--- src/rtl/fetch_pkg.sv ---
// Shared types and constants for the instruction-fetch sequencer and its
// decode-side queue.
package fetch_pkg;

  typedef enum logic [1:0] {
    ST_IDLE  = 2'd0,
    ST_FETCH = 2'd1,
    ST_HALT  = 2'd2
  } fetch_state_e;

  localparam logic [5:0] HALT_OPCODE_DEFAULT = 6'h3F;
  localparam int         QUEUE_DEPTH         = 2;

endpackage : fetch_pkg

--- src/rtl/fetch_fifo.sv ---
// Two-entry {pc, instruction} queue. Slot 0 is always the head, so a pop
// shifts slot 1 down and the head outputs come straight from registers.
module fetch_fifo
  import fetch_pkg::*;
#(
  parameter int PC_WIDTH  = 32,
  parameter int INS_WIDTH = 32
) (
  input  logic                 clk,
  input  logic                 reset,
  input  logic                 push_i,
  input  logic [PC_WIDTH-1:0]  push_pc_i,
  input  logic [INS_WIDTH-1:0] push_ins_i,
  input  logic                 pop_i,
  input  logic                 flush_i,
  output logic [1:0]           count_o,
  output logic                 head_valid_o,
  output logic [PC_WIDTH-1:0]  head_pc_o,
  output logic [INS_WIDTH-1:0] head_ins_o
);

  logic [PC_WIDTH-1:0]  pc_q  [QUEUE_DEPTH];
  logic [PC_WIDTH-1:0]  pc_d  [QUEUE_DEPTH];
  logic [INS_WIDTH-1:0] ins_q [QUEUE_DEPTH];
  logic [INS_WIDTH-1:0] ins_d [QUEUE_DEPTH];
  logic [1:0]           count_q;
  logic [1:0]           count_d;

  logic pop_ok;
  logic push_ok;
  logic wr_slot;

  assign pop_ok  = pop_i && (count_q != 2'd0);
  assign push_ok = push_i && ((count_q < 2'(QUEUE_DEPTH)) || pop_ok);
  // Slot the new entry lands in after any same-cycle pop has shifted the head.
  assign wr_slot = (count_q == 2'd2) || ((count_q == 2'd1) && !pop_ok);

  always_comb begin
    count_d = count_q;
    pc_d    = pc_q;
    ins_d   = ins_q;
    if (flush_i) begin
      count_d = 2'd0;
    end else begin
      if (pop_ok) begin
        pc_d[0]  = pc_q[1];
        ins_d[0] = ins_q[1];
      end
      if (push_ok) begin
        pc_d[wr_slot]  = push_pc_i;
        ins_d[wr_slot] = push_ins_i;
      end
      case ({push_ok, pop_ok})
        2'b10:   count_d = count_q + 2'd1;
        2'b01:   count_d = count_q - 2'd1;
        default: count_d = count_q;
      endcase
    end
  end

  always_ff @(posedge clk or negedge reset) begin
    if (!reset) begin
      count_q <= 2'd0;
      for (int i = 0; i < QUEUE_DEPTH; i++) begin
        pc_q[i]  <= '0;
        ins_q[i] <= '0;
      end
    end else begin
      count_q <= count_d;
      pc_q    <= pc_d;
      ins_q   <= ins_d;
    end
  end

  assign count_o      = count_q;
  assign head_valid_o = (count_q != 2'd0);
  assign head_pc_o    = pc_q[0];
  assign head_ins_o   = ins_q[0];

endmodule : fetch_fifo

--- src/rtl/fetch_sequencer.sv ---
// Instruction-fetch controller: drives insmem pc, captures the returned word
// into a 2-entry queue toward decode, and handles HALT and redirects.
module fetch_sequencer
  import fetch_pkg::*;
#(
  parameter int                  PC_WIDTH    = 32,
  parameter int                  INS_WIDTH   = 32,
  parameter logic [PC_WIDTH-1:0] RESET_PC    = '0,
  parameter logic [5:0]          HALT_OPCODE = HALT_OPCODE_DEFAULT
) (
  input  logic                 clk,
  input  logic                 reset,
  input  logic                 start,
  output logic [PC_WIDTH-1:0]  pc,
  input  logic [INS_WIDTH-1:0] inscode,
  input  logic                 redirect,
  input  logic [PC_WIDTH-1:0]  redirect_pc,
  output logic                 ins_valid,
  input  logic                 ins_ready,
  output logic [INS_WIDTH-1:0] ins_out,
  output logic [PC_WIDTH-1:0]  ins_pc,
  output logic                 halted,
  output logic [31:0]          fetch_count
);

  fetch_state_e        state_q;
  fetch_state_e        state_d;
  logic [PC_WIDTH-1:0] pc_q;
  logic [PC_WIDTH-1:0] pc_d;
  logic [31:0]         fetch_count_q;
  logic [31:0]         fetch_count_d;

  logic       push;
  logic       flush;
  logic       deq;
  logic       enq_ok;
  logic       is_halt;
  logic [1:0] q_count;

  assign is_halt = (inscode[INS_WIDTH-1 -: 6] == HALT_OPCODE);
  assign deq     = ins_valid && ins_ready;
  // A full queue still accepts a new word when decode frees the head this cycle.
  assign enq_ok  = (q_count < 2'(QUEUE_DEPTH)) || deq;

  always_comb begin
    state_d       = state_q;
    pc_d          = pc_q;
    fetch_count_d = fetch_count_q;
    push          = 1'b0;
    flush         = 1'b0;
    case (state_q)
      ST_IDLE: begin
        if (start) begin
          state_d = ST_FETCH;
          pc_d    = RESET_PC;
        end
      end
      ST_FETCH: begin
        if (redirect) begin
          flush = 1'b1;
          pc_d  = redirect_pc;
        end else if (is_halt) begin
          state_d = ST_HALT;
        end else if (enq_ok) begin
          push          = 1'b1;
          pc_d          = pc_q + 1'b1;
          fetch_count_d = fetch_count_q + 32'd1;
        end
      end
      ST_HALT: begin
        state_d = ST_HALT;
      end
      default: begin
        state_d = ST_IDLE;
      end
    endcase
  end

  always_ff @(posedge clk or negedge reset) begin
    if (!reset) begin
      state_q       <= ST_IDLE;
      pc_q          <= RESET_PC;
      fetch_count_q <= 32'd0;
    end else begin
      state_q       <= state_d;
      pc_q          <= pc_d;
      fetch_count_q <= fetch_count_d;
    end
  end

  fetch_fifo #(
    .PC_WIDTH  (PC_WIDTH),
    .INS_WIDTH (INS_WIDTH)
  ) u_fifo (
    .clk          (clk),
    .reset        (reset),
    .push_i       (push),
    .push_pc_i    (pc_q),
    .push_ins_i   (inscode),
    .pop_i        (deq),
    .flush_i      (flush),
    .count_o      (q_count),
    .head_valid_o (ins_valid),
    .head_pc_o    (ins_pc),
    .head_ins_o   (ins_out)
  );

  assign pc          = pc_q;
  assign halted      = (state_q == ST_HALT);
  assign fetch_count = fetch_count_q;

endmodule : fetch_sequencer
--- config.mk ---
export PLATFORM = sky130hd
export DESIGN_NAME = fetch_sequencer
export DESIGN_NICKNAME = d
export VERILOG_FILES = /design/src/rtl/fetch_pkg.sv /design/src/rtl/fetch_fifo.sv /design/src/rtl/fetch_sequencer.sv
export SDC_FILE = /design/constraint.sdc
export NUM_CORES = 1
export LEC_CHECK = 0
export ABC_AREA = 1
export CORE_AREA = 5 5 177 128
export DETAILED_ROUTE_END_ITERATION = 12
export DIE_AREA = 0 0 182 133
export GPL_TIMING_DRIVEN = 0
export PLACE_DENSITY = 0.86
export SYNTH_ARGS = -nofsm -noshare
export SYNTH_HDL_FRONTEND = slang
export SYNTH_HIERARCHICAL = 1
export SYNTH_SLANG_ARGS = --single-unit
--- constraint.sdc ---
create_clock -name clk -period 7 [get_ports clk]
set_input_delay 1.05 -clock clk [delete_from_list [all_inputs] [get_ports clk]]
set_output_delay 1.05 -clock clk [all_outputs]
set_load 0.02 [all_outputs]
; ---- Word-level counts from Yosys, hierarchy flattened
; Index checks and enable logic that the tools add are counted.
[word_totals]
ff_bits = 196
input_bits = 69
output_inout_bits = 130
elab_cells = 75
[classes]
n_addsub = 4
magnitude_cmp = 3
n_eq_ne = 12
muxes = 27
bitwise_logic = 4
reduce_logical = 17
[ops]
columns = cell, count
row1 = $mux 32, 9
row2 = $bwmux 64, 2
row3 = $mux 64, 2
row4 = $add 32x1->32 const B, 2
row5 = $pmux 32 s2, 1
row6 = $demux 32 s1, 1
row7 = $mux 2, 4
row8 = $reduce_and 4->1, 2
row9 = $eq 2x1->1 const B, 3
row10 = $eq 2x2->1 const B, 3
row11 = $eq 6x6->1 const B, 1
row12 = $mux 1, 6
row13 = $ne 2x2->1 const B, 3
row14 = $ne 3x3->1 const B, 2
row15 = $pmux 2 s3, 1
row16 = $logic_and 1x1->1, 5
row17 = $pmux 2 s2, 1
row18 = $reduce_bool 2->1, 2
row19 = $logic_or 1x1->1, 3
row20 = $not 1->1, 3
row21 = $reduce_and 3->1, 1
row22 = $reduce_bool 3->1, 1
row23 = $add 2x1->2 const B, 1
row24 = $ge 2x2->1 const B, 1
row25 = 7 further kinds, 7

; ---- Depth between registers and ports, before layout
; Gate-level depths: netlist of run 1.
[depth]
word_depth = 13
ltp_mapped = 15
ltp_nobuf = 13

; ---- Hierarchy
; The synthesis of run 1 kept the hierarchy.
[by_module_without_submodules]
columns = mod, n_inst, cells_per_inst, area_each_um2, seq_area_each_um2
row1 = fetch_fifo, 1, 1052, 7372.1, 3253.1
row2 = fetch_sequencer, 1, 736, 4568.1, 1651.6

; ---- Worst setup path before layout of run 1
; Ideal clock, no wire load.
[synth_path]
kind = input port to flip-flop
start = input redirect
end = register with a tool-made name
arrival_time_ns = 2.543
slack_ns = 4.336
cell_stages = 13
n_path_buf = 3
path_cell_list = inv_2 nand2_2 a21oi_1 nand2_1 inv_1 clkbuf_1 inv_1 a21oi_4 nand3_1 buf_4 buf_4 nand2_1 o21ai_1
[synth_rtl]
columns = element, line_no
row1 = start: declaration, fetch_sequencer.sv:16  ; input logic redirect,

; ---- Worst setup path in the final report of run 1
[layout_path]
start = input redirect
end = register u_fifo.pc_q, in the netlist u_fifo/head_pc_o[7]
[layout_between]
elab_chain_len = 4
word_cells_on_any_way = 6
cone_classes = mux: 5 / reduce/logical: 1
[layout_rtl]
columns = element, line_no
row1 = $mux 1, fetch_sequencer.sv:59  ; if (redirect) begin
row2 = $mux 1, fetch_sequencer.sv:51  ; case (state_q)
row3 = named net push, fetch_sequencer.sv:33  ; logic push;
row4 = $logic_and 1x1->1, fetch_fifo.sv:34  ; assign push_ok = push_i && ((count_q < 2'(QUEUE_DEPTH)) || pop_ok);
row5 = $mux 64, fetch_fifo.sv:49  ; if (push_ok) begin
row6 = end signal: assignment, fetch_fifo.sv:70  ; pc_q <= pc_d;
row7 = end: declaration, fetch_fifo.sv:22  ; logic [PC_WIDTH-1:0] pc_q [QUEUE_DEPTH];
; The timed path passes the listed nets, and every way through them passes these cells.
; A chain may end at the register's enable or synchronous reset.

==> run_results.csv, run 1 <==
group,metric,value,unit
sta,setup_viol,0,
routing,first_pass_iters,6,
critical_path,criticalPathCategory,"input port to flip-flop",
critical_path,crit_slowest_cell,"clkdlybuf4s50_1",
global_routing,grt_max_degree,102,
min_path,hold_class,"flip-flop to flip-flop",
placement,io_buffers,198,
power,ir_worst_vdd,0.1807,mV
power,leakage,7.598,nW
clock_tree,cts_resized,0,
power,power_density,364.1,nW/um^2
sta,timing.final.ws_setup,3145,ps
yosys,syn_nets,1866,
final_layout,areaGrowthSynthToFinish,24.55,%
routing,routed_via_density,5.385,
global_routing,antenna_found_initial,0,
yosys,synth_area_leaders,"dfrtp_1 (41%), nand2_1 (24%), nand3_1 (7.0%)",
die,die_w,182,um
die,die_y,133,um
final_layout,final_cell_mix,"nand2_1 (779), clkdlybuf4s50_1 (197), dfrtp_1 (196), inv_1 (185), nand3_1 (168)",
sta,hold_viol,0,
die,ioPinCount,199,
routing,ant_nets,0,
global_routing,grt_overflow,0,
sta,worstMarginPinSlew,769.6,ps
critical_path,reg2regPathDepth,15,
final_layout,final_common_cell,"nand2_1",
clock_tree,tritoncts,"built",
sta,slew_headroom,0.4869,
critical_path,crit_fanout,10,
placement,post-dp-hpwl,26.49,mm
yosys,synth_top_area_share,0.4108,
min_path,hold_depth,2,
clock_tree,root_buffer,"clkbuf_16",
clock_tree,clkTransAtPathRegs,80,ps
die,core,21000,sq um
yosys,ys_warn_count,6,
global_routing,grt_pass1_vias,11470,
global_routing,grt_pass1_wl,58.72,mm
critical_path,arrival,4240,ps
die,fp-row-count,45,
routing,drc,0,
yosys,ys_seq_area_frac,0.4108,
clock_tree,h-tree-depth,4,
final_layout,nets,2084,
yosys,synth_cell_type_count,35,
yosys,syn_avg_cell_area,6.678,sq um
critical_path,path_common_cell,"nand2_1",
sta,period_share,0.5507,
die,start_util,0.5685,
global_routing,track_usage,0.2957,
final_layout,diodes,0,
final_layout,drive_above_1_share,0.07929,
critical_path,cpPeakStageDelay,520,ps
sta,min_period,3855,ps
yosys,netlist_instances,1788,
routing,wirelength,36.16,mm
sta,drv_slew,0,
sta,fin_skew,16.08,ps
critical_path,crit_chain,"clkdlybuf4s50_1 > inv_2 > nand2_2 > a21oi_1 > nand2_1 > inv_1 > clkbuf_1 > inv_1 > a21oi_4 > nand2_2 > clkbuf_1 > nand2_1 > nand3_1 > nand2_1",
run_status,status,"complete, no violations",
clock_tree,clock_latency,440,ps
sta,hold_ws,491.7,ps
placement,gp_congestion,0.9677,
yosys,synthesis.area,11940,sq um
die,die-area,24210,sq um
sta,max_freq,0.2594,GHz
clock_tree,ctsHoldBuffers,0,
routing,first_iter_violations,1475,
clock_tree,clockBufferDepth,2,
critical_path,start_kind,"input port",
yosys,synth_area_leader_cell,"dfrtp_1",
flow_run,max-cap-violations,0,
critical_path,crit_required,7380,ps
routing,wl_per_cell,15.72,um
clock_tree,post-cts-setup-buffer-count,0,
clock_tree,cts_sinks,196,
placement,place_ws,2773,ps
clock_tree,cts-buffers-inserted,17,
yosys,ys_ff_latch,196,
sta,rsz0062_at_grt,"false",
critical_path,crit_path_end_kind,"flip-flop",
routing,via_count,12385,
layer usage:
| metal | GRT usage | share of wire | vias to the layer above |
|---|---|---|---|
| li1 | - | - | 5846 |
| met1 | 0.4387 | 0.44 | 5796 |
| met2 | 0.4478 | 0.45 | 687 |
| met3 | 0.05963 | 0.10 | 56 |
| met4 | 0.07042 | 0.016 | 0 |
| met5 | 0 | 0 | - |
cell usage after synthesis:
cell type / instances
a32oi_1: 1
nor2_1: 151
a21oi_2: 1
nor2b_1: 1
buf_6: 5
nand4_1: 5
xor2_1: 12
o211ai_1: 1
or2_2: 1
buf_1: 11
inv_2: 3
a22oi_1: 2
a31oi_4: 1
a21oi_4: 1
o21ai_0: 15
nand3_1: 168
dfrtp_1: 196
nand3_2: 1
a21oi_1: 6
a21o_1: 1
o21ai_1: 69
clkbuf_1: 16
nor2_2: 2
buf_4: 76
nor3_1: 3
xnor2_1: 12
nand2_4: 1
buf_2: 32
nand2_1: 779
nor2_4: 1
nand3b_1: 17
o21bai_1: 1
inv_1: 185
nand2_2: 2
ha_1: 9
final cells by class:
type	count	area (sq um)
Inverter	188	705.7
Clock inverter	14	138.9
Tap cell	282	352.8
Clock buffer	17	425.4
Multi-Input combinational cell	1264	5441
Buffer	140	888.4
Fill cell	1739	6130
Sequential cell	196	4905
Timing Repair Buffer	199	2014
where the power goes:
group | leakage [nW] | total [W] | internal (W) | switching [W]
clock network | 0.276 | 0.000961 | 0.000474 | 0.000487
registers | 2.62 | 0.00187 | 0.00150 | 0.000371
logic | 4.70 | 0.00258 | 0.00108 | 0.00151
final timing paths:
check | start | to | slack, ps
setup / recovery | redirect | u_fifo/head_pc_o[7] | 3150
hold / removal | flip-flop | flip-flop | 490
setup reg to reg | u_fifo/count_o[1] | u_fifo/head_pc_o[7] | 3420
hold reg to reg | flip-flop | flip-flop | 490
max in group asynchronous | reset | async pin | 5420
min in group asynchronous | reset | u_fifo/head_pc_o[9] | 650
metrics by stage:
step                power, W  utilization  instances  setup TNS [ps]  instance area (sq um)
floorplan           0.003437            -       1788               0                  11940
global placement    0.004336       0.6797       2268         -668740                  14270
detailed placement  0.004437       0.6813       2269               0                  14310
CTS                 0.005403       0.7081       2300               0                  14870
global route        0.005763       0.7081       2300               0                  14870
finish              0.005414       0.7081       2300               0                  14870
logic make-up after synthesis:
group	synth area share
simple gates	0.3832
buf+inv	0.1335
flops	0.4108
compound gates	0.04548
xor+xnor	0.01760
fa+ha+maj	0.009431
worst max-delay path: cells and delay by family:
| family | cells | cell delay [ps] |
|---|---|---|
| buffers and inverters | 6 | 1900 |
| AOI/OAI and AO/OA | 2 | 430 |
| and+or+nand+nor | 6 | 830 |
No activity file was read; power rests on OpenSTA's default activity.
==> run 2, diff against run 1 <==
- CORE_AREA: 5 5 177 128 -> 5 5 184 133
- DIE_AREA: 0 0 182 133 -> 0 0 189 138
- PLACE_DENSITY: 0.86 -> 0.8
- clock period: 7 -> 3.6 ns (I/O delays scaled with it)
==> run_results.csv, run 2 (same netlist as run 1, synthesis figures left out) <==
group,metric,value,unit
run_status,status,"complete, no violations",
die,core,22390,sq um
final_layout,fin_util,0.6655,
placement,io_buffers,198,
final_layout,areaGrowthSynthToFinish,24.78,%
routing,met1_length,16.97,mm
critical_path,start_kind,"flip-flop",
global_routing,grt_pass1_wl,59.09,mm
critical_path,crit_required,3980,ps
routing,ant_nets,0,
die,die_w,189,um
critical_path,worstReg2RegStart,"u_fifo/count_o[1]",
final_layout,diodes,0,
sta,drv_slew,0,
sta,slew_headroom,0.4186,
routing,routed_via_density,5.215,
die,fp-row-count,46,
sta,min_period,3308,ps
final_layout,final_cell_mix,"nand2_1 (779), clkdlybuf4s50_1 (197), dfrtp_1 (196), inv_1 (185), nand3_1 (168)",
critical_path,r2r_slack,290,ps
clock_tree,cts-buffers-inserted,17,
final_layout,final_common_cell,"nand2_1",
power,ir_worst_vdd,0.3706,mV
global_routing,grt_max_degree,113,
placement,post-dp-hpwl,26.92,mm
sta,rsz0062_at_grt,"false",
routing,routed.top_layer,"met5",
final_layout,fin_area,14900,sq um
clock_tree,clock_latency,440,ps
sta,hold_viol,0,
min_path,hold_class,"input port to async pin",
clock_tree,post-cts-setup-buffer-count,0,
clock_tree,cts_sinks,196,
clock_tree,cts_resized,0,
critical_path,reg2regPathDepth,14,
routing,drc,0,
die,ioPinCount,199,
placement,post_dp_cell_area,14320,sq um
routing,wl_met3,3.413,mm
sta,worstMarginPinSlew,872.0,ps
placement,gp_congestion,0.9545,
sta,setup_viol,0,
sta,timing.final.ws_setup,291.5,ps
clock_tree,tritoncts,"built",
flow_run,max-cap-violations,0,
sta,max_freq,0.3023,GHz
sta,fin_skew,9.232,ps
final_layout,fillers,2000,
final_layout,drive_above_1_share,0.07742,
clock_tree,root_buffer,"clkbuf_16",
routing,via_count,12011,
critical_path,crit_path_end_kind,"flip-flop",
die,die_y,138,um
critical_path,arrival,3680,ps
sta,period_share,0.9190,
global_routing,grt_overflow,0,
sta,fin_setup_tns,0,ps
final_layout,nets,2083,
routing,wl_per_cell,15.86,um
routing,first_pass_iters,6,
critical_path,rr_endpoint,"u_fifo/head_pc_o[25]",
routing,first_iter_violations,1306,
critical_path,criticalPathCategory,"flip-flop to flip-flop",
clock_tree,ctsHoldBuffers,0,
global_routing,antenna_found_initial,1,
clock_tree,clkTransAtPathRegs,70,ps
placement,place_ws,-96.07,ps
die,die-area,26080,sq um
clock_tree,h-tree-depth,4,
critical_path,crit_fanout,12,
die,start_util,0.5333,
routing,dr_wl_met2,15.62,mm
global_routing,track_usage,0.2762,
clock_tree,clockBufferDepth,2,
global_routing,grt_pass1_vias,11265,
power,leakage,7.603,nW
power,power_density,713.6,nW/um^2
routing,wirelength,36.52,mm
-- run 2: changes by cell type in the layout (fill, tap and decap cells not counted) --
cell	change
clkinvlp_4	+1
inv_6	-4
clkinv_2	+1
bufinv_16	+3
clkinv_8	-1
inv_8	-4
clkbuf_8	+2
clkbuf_1	+1
clkinv_4	-2
-- run 2: critical path, cell delays in order, from the launching register on --
cell and delay, ps:
dfrtp_1 530, inv_1 120, ha_1 210, inv_2 110, nand2_1 180, a21oi_1 230
nand2_1 190, inv_1 400, inv_1 220, a21oi_4 210, nand2_2 210, buf_1 320
nand2_1 140, nand3_1 80, nand2_1 80
-- run 2: layout make-up --
class	count	area, sq um	share of cell area
Buffer	139	884.6	0.05937
Inverter	188	705.7	0.04736
Tap cell	288	360.3	0.02419
Clock buffer	21	460.4	0.03090
Sequential cell	196	4905	0.3292
Multi-Input combinational cell	1264	5441	0.3652
Timing Repair Buffer	199	2014	0.1352
Clock inverter	8	127.6	0.008566
-- run 2: metal layers --
layer / up-vias / global-route usage
met2: 513 / 0.3995
met1: 5598 / 0.4208
met5: - / 0
li1: 5845 / -
met3: 53 / 0.06970
met4: 2 / 0.05634
-- run 2: power breakdown --
| group | internal (W) | leakage (nW) | switching (W) | total, W |
|---|---|---|---|---|
| Combinational | 0.00209 | 4.70 | 0.00292 | 0.00501 |
| Clock | 0.00112 | 0.281 | 0.000855 | 0.00198 |
| Sequential | 0.00292 | 2.62 | 0.000721 | 0.00364 |
-- run 2: per-stage QoR --
| stage | hold WS (ps) | instances | total power [W] |
|---|---|---|---|
| floorplan | 244.4 | 1788 | 0.006684 |
| global placement | 470.6 | 2274 | 0.008453 |
| detailed placement | 478.2 | 2275 | 0.008623 |
| CTS | 206.8 | 2304 | 0.01061 |
| global route | 240.7 | 2303 | 0.01134 |
| finish | 173.7 | 2303 | 0.01063 |
-- run 2: how the worst max path moves through the flow --
| stage | startpoint | endpoint | slack (ps) | cells after the start |
|---|---|---|---|---|
| final | u_fifo/count_o[1] | u_fifo/head_pc_o[25] | 290 | 14 |
| after global routing | u_fifo/count_o[1] | u_fifo/head_ins_o[19] | 50 | 14 |
| after CTS | u_fifo/count_o[1] | u_fifo/head_pc_o[25] | 110 | 15 |
| after detailed placement | redirect | u_fifo/head_pc_o[22] | -100 | 14 |
| after global placement | reset | fetch_count[21] | -6330 | 1 |
| after floorplan | u_fifo/count_o[1] | flip-flop | 1100 | 15 |
